[src/rtl/axis_sel_pkg.sv]
// Shared definitions for the packet-aware stream selector scheduler.
package axis_sel_pkg;

  localparam int CNT_W_DEF   = 32;
  localparam int BURST_W_DEF = 16;

  localparam logic [1:0] MODE_FIXED = 2'd0;
  localparam logic [1:0] MODE_RR    = 2'd1;
  localparam logic [1:0] MODE_FILL  = 2'd2;

  typedef enum logic {
    PKT_IDLE = 1'b0,
    PKT_BUSY = 1'b1
  } pkt_state_e;

  // Output the active policy would like to use, given its already-evaluated
  // state bits. The reserved mode value behaves like FIXED.
  function automatic logic policy_target(
    input logic [1:0] mode,
    input logic       sel_req,
    input logic       cur_sel,
    input logic       burst_done,
    input logic       fill_done,
    input logic       rearm
  );
    logic t;
    t = sel_req;
    if (mode == MODE_RR) begin
      // After restart the round-robin cycle starts again from output 0.
      t = rearm ? 1'b0 : (burst_done ? ~cur_sel : cur_sel);
    end else if (mode == MODE_FILL) begin
      t = fill_done;
    end
    return t;
  endfunction

endpackage

[src/rtl/axis_pkt_tracker.sv]
// Tracks packet framing on an AXI-Stream handshake and reports the points
// where a downstream route may legally change.
module axis_pkt_tracker
  import axis_sel_pkg::*;
(
  input  logic clk,
  input  logic resetn,
  input  logic tvalid,
  input  logic tready,
  input  logic tlast,
  output logic in_packet,
  output logic last,
  output logic boundary_ok
);

  pkt_state_e state_q;
  pkt_state_e state_d;
  logic       beat;

  assign beat = tvalid & tready;
  assign last = beat & tlast;

  // State register.
  always_ff @(posedge clk) begin
    // NOTE: state is updated with non-blocking assignments so every flop
    // samples pre-edge values, independent of process ordering.
    if (!resetn) state_q <= PKT_IDLE;
    else         state_q <= state_d;
  end

  // Next-state logic: a multi-beat packet opens BUSY, its TLAST closes it.
  always_comb begin
    // NOTE: default assignment first, so no path leaves state_d unassigned
    // and no latch is inferred.
    state_d = state_q;
    case (state_q)
      PKT_IDLE: if (beat && !tlast) state_d = PKT_BUSY;
      PKT_BUSY: if (last)           state_d = PKT_IDLE;
      default:                      state_d = PKT_IDLE;
    endcase
  end

  assign in_packet = (state_q == PKT_BUSY);

  // A waiting beat in IDLE is already presented to the current sink, so the
  // route may only move when nothing is offered or a packet just completed.
  assign boundary_ok = last | ((state_q == PKT_IDLE) & ~tvalid);

endmodule

[src/rtl/axis_sel_sched.sv]
// Drives the select of a two-way AXI-Stream output selector, moving it only
// at packet boundaries, and counts completed packets per output.
module axis_sel_sched
  import axis_sel_pkg::*;
#(
  parameter int CNT_W   = CNT_W_DEF,
  parameter int BURST_W = BURST_W_DEF
) (
  input  logic               clk,
  input  logic               resetn,
  input  logic [1:0]         mode,
  input  logic               sel_req,
  input  logic [BURST_W-1:0] burst_len,
  input  logic               restart,
  input  logic               rx_tvalid,
  input  logic               rx_tready,
  input  logic               rx_tlast,
  output logic               output_sel,
  output logic               in_packet,
  output logic               switch_pending,
  output logic [CNT_W-1:0]   pkt_cnt0,
  output logic [CNT_W-1:0]   pkt_cnt1
);

  logic               last;
  logic               boundary_ok;

  logic               sel_q, sel_d;
  logic [CNT_W-1:0]   cnt0_q, cnt0_d;
  logic [CNT_W-1:0]   cnt1_q, cnt1_d;
  logic [BURST_W-1:0] burst_q, burst_b, burst_d;
  logic               fill_q, fill_d;
  logic               rearm_q, rearm_b, rearm_d;
  logic [BURST_W-1:0] len_eff;
  logic               target_now;
  logic               target_d;

  axis_pkt_tracker u_tracker (
    .clk         (clk),
    .resetn      (resetn),
    .tvalid      (rx_tvalid),
    .tready      (rx_tready),
    .tlast       (rx_tlast),
    .in_packet   (in_packet),
    .last        (last),
    .boundary_ok (boundary_ok)
  );

  assign len_eff = (burst_len == '0) ? BURST_W'(1) : burst_len;

  // Policy bookkeeping: the select loaded at a TLAST edge already accounts
  // for the packet completing on that edge, so bursts switch bubble-free.
  always_comb begin
    cnt0_d   = cnt0_q;
    cnt1_d   = cnt1_q;
    burst_b  = burst_q;
    fill_d   = fill_q;
    rearm_b  = rearm_q | restart;
    if (restart) begin
      // Clearing wins over a coincident packet completion.
      cnt0_d  = '0;
      cnt1_d  = '0;
      burst_b = '0;
      fill_d  = 1'b0;
    end else if (last) begin
      if (sel_q) cnt1_d = cnt1_q + CNT_W'(1);
      else       cnt0_d = cnt0_q + CNT_W'(1);
      if (mode == MODE_RR && burst_q != '1) burst_b = burst_q + BURST_W'(1);
      if (mode == MODE_FILL && cnt0_d >= CNT_W'(len_eff)) fill_d = 1'b1;
    end
    target_d = policy_target(mode, sel_req, sel_q, burst_b >= len_eff,
                             fill_d, rearm_b);
    sel_d    = boundary_ok ? target_d : sel_q;
    burst_d  = (sel_d != sel_q) ? '0 : burst_b;
    rearm_d  = rearm_b & sel_d;
  end

  // Policy and select registers.
  always_ff @(posedge clk) begin
    if (!resetn) begin
      sel_q   <= 1'b0;
      cnt0_q  <= '0;
      cnt1_q  <= '0;
      burst_q <= '0;
      fill_q  <= 1'b0;
      rearm_q <= 1'b0;
    end else begin
      sel_q   <= sel_d;
      cnt0_q  <= cnt0_d;
      cnt1_q  <= cnt1_d;
      burst_q <= burst_d;
      fill_q  <= fill_d;
      rearm_q <= rearm_d;
    end
  end

  assign target_now = policy_target(mode, sel_req, sel_q, burst_q >= len_eff,
                                    fill_q, rearm_q);

  assign output_sel     = sel_q;
  assign switch_pending = (target_now != sel_q);
  assign pkt_cnt0       = cnt0_q;
  assign pkt_cnt1       = cnt1_q;

endmodule

[config.mk]
export PLATFORM = sky130hd
export DESIGN_NAME = axis_sel_sched
export DESIGN_NICKNAME = d
export VERILOG_FILES = /design/src/rtl/axis_sel_pkg.sv /design/src/rtl/axis_pkt_tracker.sv /design/src/rtl/axis_sel_sched.sv
export SDC_FILE = /design/constraint.sdc
export NUM_CORES = 1
export LEC_CHECK = 0
export CAP_MARGIN = 10
export CORE_ASPECT_RATIO = 0.7
export CORE_MARGIN = 2
export CORE_UTILIZATION = 35
export DETAILED_ROUTE_END_ITERATION = 16
export GPL_ROUTABILITY_DRIVEN = 0
export SLEW_MARGIN = 20
export SYNTH_ARGS = -nofsm -noshare
export SYNTH_HDL_FRONTEND = slang
export SYNTH_SLANG_ARGS = --single-unit
[constraint.sdc]
create_clock -name clk -period 10.5 [get_ports clk]
set_input_delay 2.1 -clock clk [delete_from_list [all_inputs] [get_ports clk]]
set_output_delay 2.1 -clock clk [all_outputs]
set_load 0.005 [all_outputs]
==> flow_metrics.tcl, run 1 <==
set metrics [dict create \
    vias_per_cell 5.10 \
    fp-row-count 38 \
    fillers 1575 \
    finalSetupViolCount 0 \
    clk_pin_slew_ns 0.07 \
    port_buffers 91 \
    final.setup.tns_ns 0 \
    r2r_cells 17 \
    hold_start "pkt_cnt1[30]" \
    use_met3_pct 5.42 \
    met2_usage_pct 27.3 \
    synth_top_area_share_pct 29.6 \
    min_period_over_period_pct 68.1 \
    fmax_mhz 140 \
    initial_core_util_pct 36.2 \
    placed_cells 965 \
    grt_pass1_vias 4910 \
    cts_sinks 84 \
    clockBufferDepth 2 \
    r2r-start "burst_q[6]" \
    synth_area_leader_cell "dfxtp_1" \
    synth-warning-count 0 \
    grt_setup_unrepaired "false" \
    leakage_uw 0.00273 \
    grt_pass1_wl_um 25000 \
    syn2layout_area_growth_pct 24.8 \
    ir_drop_v 0.0000605 \
    path_max_fanout 3 \
    drt_iter0_markers 272 \
    drv_cap 0 \
    die_h_um 111 \
    crit_required_ns 8.40 \
    cts_made_buffers 9 \
    ys_seq_elements 84 \
    antenna_found_initial 0 \
    cts_setup_buffers 0 \
    ys_seq_area_share_pct 29.6 \
    yosys-top-cells-area "dfxtp_1 (30%), ha_1 (11%), xnor2_1 (7.6%)" \
    reg2reg_slack_ns 5.18 \
    cts_hold_buf 0 \
    synth_cell_types 52 \
    synth_enable_flop_cells 0 \
    hpwl_um 11200 \
    route.detailed.drc 0 \
    nets 852 \
    crit_path_start_kind "input pin" \
    synthArstFlopShare_pct 0 \
    root_buffer "clkbuf_16" \
    grt.total_usage_pct 18.0 \
    grt_overflow_total 0 \
    ant_nets 0 \
    top_usage_layer "met2" \
    arrival_ns 5.05 \
    power_density_nw_per_um2 102 \
    final_cells 981 \
    r2r_end "burst_q[9]" \
    critPathCaptureType "output port" \
    synthFlopType "dfxtp_1" \
    vias 5008 \
    grt.met1_usage_pct 24.9 \
    first_pass_iters 4 \
    grt_max_degree 66 \
    wire_per_inst_um 15.6 \
    io_pins 92 \
    htreeDepth 3 \
    antenna_cells 0 \
    layout-drive-gt1-share_pct 7.43 \
    die_area_sq_um 17300 \
    die_w_um 156 \
    cts_resized 0 \
    tightest_slew_ns 1.01 \
    critical_path_class "input pin to output port" \
    syn-cell-area_sq_um 5680 \
    hold_viol_final 0 \
    fin_skew_ns 0.0101 \
    post-route-min-period_ns 7.15 \
    max-slew-margin-rel_pct 32.6 \
    status "finished, final reports clean" \
    insertion_delay_ns 0.35 \
    cts_tree "yes" \
    slew_violations 0 \
    routed_wl_um 15300 \
    whs_endpoint "pkt_cnt1[30]" \
    synthCells 696 \
    synth_nets 772 \
    holdPathStages 2 \
    coreArea_sq_um 15700 \
    hold_class "register to register" \
    syn_area_per_cell_sq_um 8.17 \
]
[worst max-delay path by stage]
stage	startpoint	endpoint	slack, ns
6_report	burst_len[8]	switch_pending	3.35
5_1_grt	rx_tvalid	burst_q[1]	3.02
4_1_cts	burst_len[8]	switch_pending	3.30
3_5_place_dp	rx_tvalid	burst_q[5]	3.08
3_3_place_gp	rx_tvalid	burst_q[8]	3.19
2_1_floorplan	burst_len[8]	switch_pending	4.70
[report_power, final]
group | switching [uW] | total [uW] | internal, uW
logic | 33.4 | 54.6 | 21.2
clock network | 150 | 345 | 195
registers | 1.79 | 321 | 319
total | 185 | 721 | 536
[placed cells by master, fill, tap and decap left out, types with 2 or more instances in the layout]
cell             netlist  layout
mux2i_1                3       3
ha_1                  51      51
dfxtp_1               84      84
nand4_1               21      21
o21ai_0               23      22
nor4_1                 9       9
o31ai_1                4       3
or4_1                  2       2
nor2_1                95      95
nand2_1               46      46
a31oi_1                6       6
a2111oi_0              3       3
or2_2                 19      19
and3_1                18      18
nor2b_1                5       5
a41o_1                 2       2
nand3_1               32      32
clkdlybuf4s50_1        0      91
and2_1                 4       4
or3_1                 11      11
clkbuf_16              0       9
a311oi_1               6       6
nor3_1                11      11
inv_1                 42      42
buf_4                  1       5
xor2_1                43      43
a311oi_2              10      10
a21oi_1               23      23
nand2b_1              10       9
inv_6                  0       3
o21ai_1                1       2
and4_1                 5       5
a21o_1                 8       8
a41oi_1                2       2
xnor2_1               49      49
a211oi_1               7       7
[synth_stat cells, types with 2 or more instances]
cell type / count
a2111oi_0: 3
a211oi_1: 7
a21o_1: 8
a21oi_1: 23
a311oi_1: 6
a311oi_2: 10
a31oi_1: 6
a41o_1: 2
a41oi_1: 2
and2_1: 4
and3_1: 18
and4_1: 5
buf_1: 3
buf_2: 6
clkbuf_1: 15
dfxtp_1: 84
ha_1: 51
inv_1: 42
mux2i_1: 3
nand2_1: 46
nand2b_1: 10
nand3_1: 32
nand4_1: 21
nor2_1: 95
nor2b_1: 5
nor3_1: 11
nor4_1: 9
o21ai_0: 23
o31ai_1: 4
or2_2: 19
or3_1: 11
or4_1: 2
xnor2_1: 49
xor2_1: 43
[registers in the layout (all words and copies together), names as in the netlist, named ones only]
name        cells
output_sel      1
burst_q        16
pkt_cnt0       32
rearm_q         1
fill_q          1
pkt_cnt1       32
[kinds of logic (layout without fill, tap and decap cells)]
family,Yosys count,in the layout,share of synthesized area (%)
fa+ha+maj,51,51,11.2
compound gates,102,102,13.1
buf+inv,70,155,4.98
simple gates,293,293,26.2
flops,84,84,29.6
xor+xnor,92,92,14.2
mux,4,4,0.727
[area by class of cell]
cell class              count  area, sq um  area share [%]
repair buffers             96          948            13.4
clock buffers              10          239            3.37
multi-input cells         542         3730            52.7
inverters                  43          161            2.28
flip-flops and latches     84         1680            23.7
well taps                 200          250            3.53
clock inverters             6         75.1            1.06
[worst max-delay path, stage by stage]
cell	delay, ns
clkdlybuf4s50_1	0.41
nor4_1	0.47
a41o_1	0.31
ha_1	0.24
nand2b_1	0.13
a21oi_1	0.16
nor2b_1	0.06
o21ai_0	0.15
a21o_1	0.14
a21oi_1	0.06
o31ai_1	0.23
a211oi_1	0.12
clkdlybuf4s50_1	0.47
[stage by stage]
step / setup slack (ns) / cell area, sq um / utilization [%] / hold slack [ns] / power (uW)
final: 3.35 / 7090 / 45.2 / 0.508 / 721
after global routing: 3.02 / 7090 / 45.2 / 0.535 / 748
after CTS: 3.30 / 7090 / 45.2 / 0.516 / 728
after detailed placement: 3.08 / 6780 / 43.2 / 0.506 / 383
after global placement: 3.19 / 6780 / 43.2 / 0.494 / 382
after floorplan: 4.70 / 5680 / - / 0.483 / 357
[routing by layer]
| layer | vias to the layer above | wire (um) |
|---|---|---|
| li1 | 2594 | - |
| met1 | 2302 | 7790 |
| met2 | 98 | 6490 |
| met3 | 14 | 849 |
| met4 | 0 | 193 |
| met5 | - | 0 |
Note: power is estimated with default switching activity, not from simulation.
==> inputs of run 2 (changes only) <==
==> constraint.sdc (replaced) <==
create_clock -name clk -period 7.2 [get_ports clk]
set_input_delay 1.44 -clock clk [delete_from_list [all_inputs] [get_ports clk]]
set_output_delay 1.44 -clock clk [all_outputs]
set_load 0.005 [all_outputs]
==> flow_metrics.tcl, run 2 (synthesis results as in run 1) <==
set metrics [dict create \
    drt_iter0_markers 310 \
    post-route-min-period_ns 6.01 \
    status "finished, final reports clean" \
    crit_family "compound AO/OA/AOI/OAI gates" \
    layout-drive-gt1-share_pct 7.42 \
    clk_pin_slew_ns 0.07 \
    cts_made_buffers 9 \
    arrival_ns 4.57 \
    nets 853 \
    die_w_um 156 \
    grt_pass1_vias 4768 \
    vias_per_cell 5.15 \
    seqCellArea_sq_um 1680 \
    crit_path_start_kind "input pin" \
    slew_violations 0 \
    wire_per_inst_um 15.9 \
    routed_wl_um 15700 \
    port_buffers 91 \
    met2_usage_pct 27.3 \
    max-slew-margin-rel_pct 41.9 \
    setup_slack_ns 1.19 \
    syn2layout_area_growth_pct 24.5 \
    fmax_mhz 166 \
    die_area_sq_um 17300 \
    critPathCaptureType "output port" \
    hold_class "register to register" \
    multi_input_area_sq_um 3730 \
    use_met3_pct 4.98 \
    cts_hold_buf 0 \
    clockBufferDepth 2 \
    drv_cap 0 \
    fin_skew_ns 0.00750 \
    route.detailed.drc 0 \
    io_pins 92 \
    ant_nets 0 \
    fp-row-count 38 \
    coreArea_sq_um 15700 \
    cts_sinks 84 \
    leakage_uw 0.00272 \
    first_pass_iters 4 \
    insertion_delay_ns 0.35 \
    ir_drop_v 0.0000837 \
    critical_path_class "input pin to output port" \
    grt_overflow_total 0 \
    die_h_um 111 \
    vias 5053 \
    cts_resized 0 \
    grt.total_usage_pct 18.2 \
    path_buf_inv 2 \
    fillers 1607 \
    crit_required_ns 5.76 \
    grt_setup_unrepaired "false" \
    final.setup.tns_ns 0 \
    crit_path_max_incr_delay_ns 0.59 \
    cts_tree "yes" \
    antenna_cells 0 \
    path_max_fanout 3 \
    cts_setup_buffers 0 \
    grt_pass1_wl_um 25400 \
    root_buffer "clkbuf_16" \
    slowest_stage "nor4_1" \
    grt.met1_usage_pct 26.0 \
    finalSetupViolCount 0 \
    antenna_found_initial 0 \
    dp_worst_setup_slack_ns 0.931 \
    tightest_slew_ns 0.872 \
    top_usage_layer "met2" \
    htreeDepth 3 \
    utilization_pct 45.1 \
    initial_core_util_pct 36.2 \
    min_period_over_period_pct 83.5 \
    cp_cell_sequence "clkdlybuf4s50_1 > nor4_1 > a41o_1 > ha_1 > nand2b_1 > a21oi_1 > nor2b_1 > o21ai_0 > a21o_1 > a21oi_1 > o31ai_1 > a211oi_1 > clkdlybuf4s50_1" \
    hold_viol_final 0 \
    power_density_nw_per_um2 146 \
    hpwl_um 11600 \
    final_cell_mix "nor2_1 (95), clkdlybuf4s50_1 (91), dfxtp_1 (84)" \
    final_common_cell "nor2_1" \
    grt_max_degree 66 \
]
run 2: cell types whose count changed in the layout (fill, tap and decap cells not counted):
cell / before / now
buf_4: 5 / 6
clkbuf_8: 1 / 0
inv_8: 1 / 0
clkbuf_1: 0 / 1
inv_6: 3 / 2
clkinvlp_4: 1 / 2
o31ai_4: 1 / 0
o31ai_2: 0 / 1
clkinv_4: 0 / 1
run 2: worst paths after layout:
path                 from        endpoint  slack [ns]  depth (start not counted)
max          burst_len[8]  switch_pending        1.19                         13
min          pkt_cnt1[27]    pkt_cnt1[27]        0.51                          2
max reg2reg    output_sel      burst_q[1]        1.92                         12
min reg2reg  pkt_cnt1[27]    pkt_cnt1[27]        0.51                          2
run 2: worst register-to-register path, cell delays in order, from the launching register on:
cell       delay, ns
dfxtp_1         0.51
nand2b_1        0.39
nor4_4          0.63
nand2_1         0.13
xnor2_1         0.17
ha_1            0.32
and3_1          0.20
a2111oi_0       0.62
o21ai_1         0.19
a2111oi_2       0.45
a31oi_1         0.24
or4_1           0.94
a311oi_1        0.39
run 2: layout make-up:
type                       instances  area share (%)
clock buffer                      10            3.24
clock inverter                     6            1.01
inverter                          43            2.28
multi-input combinational        542            52.7
sequential                        84            23.8
tap                              200            3.54
timing repair buffer              97            13.5
run 2: per-layer routing:
layer	up-vias	share of wire (%)
li1	2586	-
met1	2354	50
met2	99	43
met3	14	6.3
met4	0	0.92
met5	-	0
run 2: per-stage QoR:
step / power [uW] / hold WS [ns] / instance area [sq um] / instances
after floorplan: 521 / 0.483 / 5680 / 696
after global placement: 557 / 0.493 / 6780 / 966
after detailed placement: 558 / 0.499 / 6780 / 966
after CTS: 1040 / 0.511 / 7080 / 982
after global routing: 1070 / 0.547 / 7080 / 982
final: 1030 / 0.511 / 7080 / 982
run 2: where the power goes:
part,leakage (uW),switching [uW],internal (uW)
clock network,0.000140,215,273
registers,0.000677,2.84,465
logic,0.00191,48.4,31.0
total,0.00272,266,769
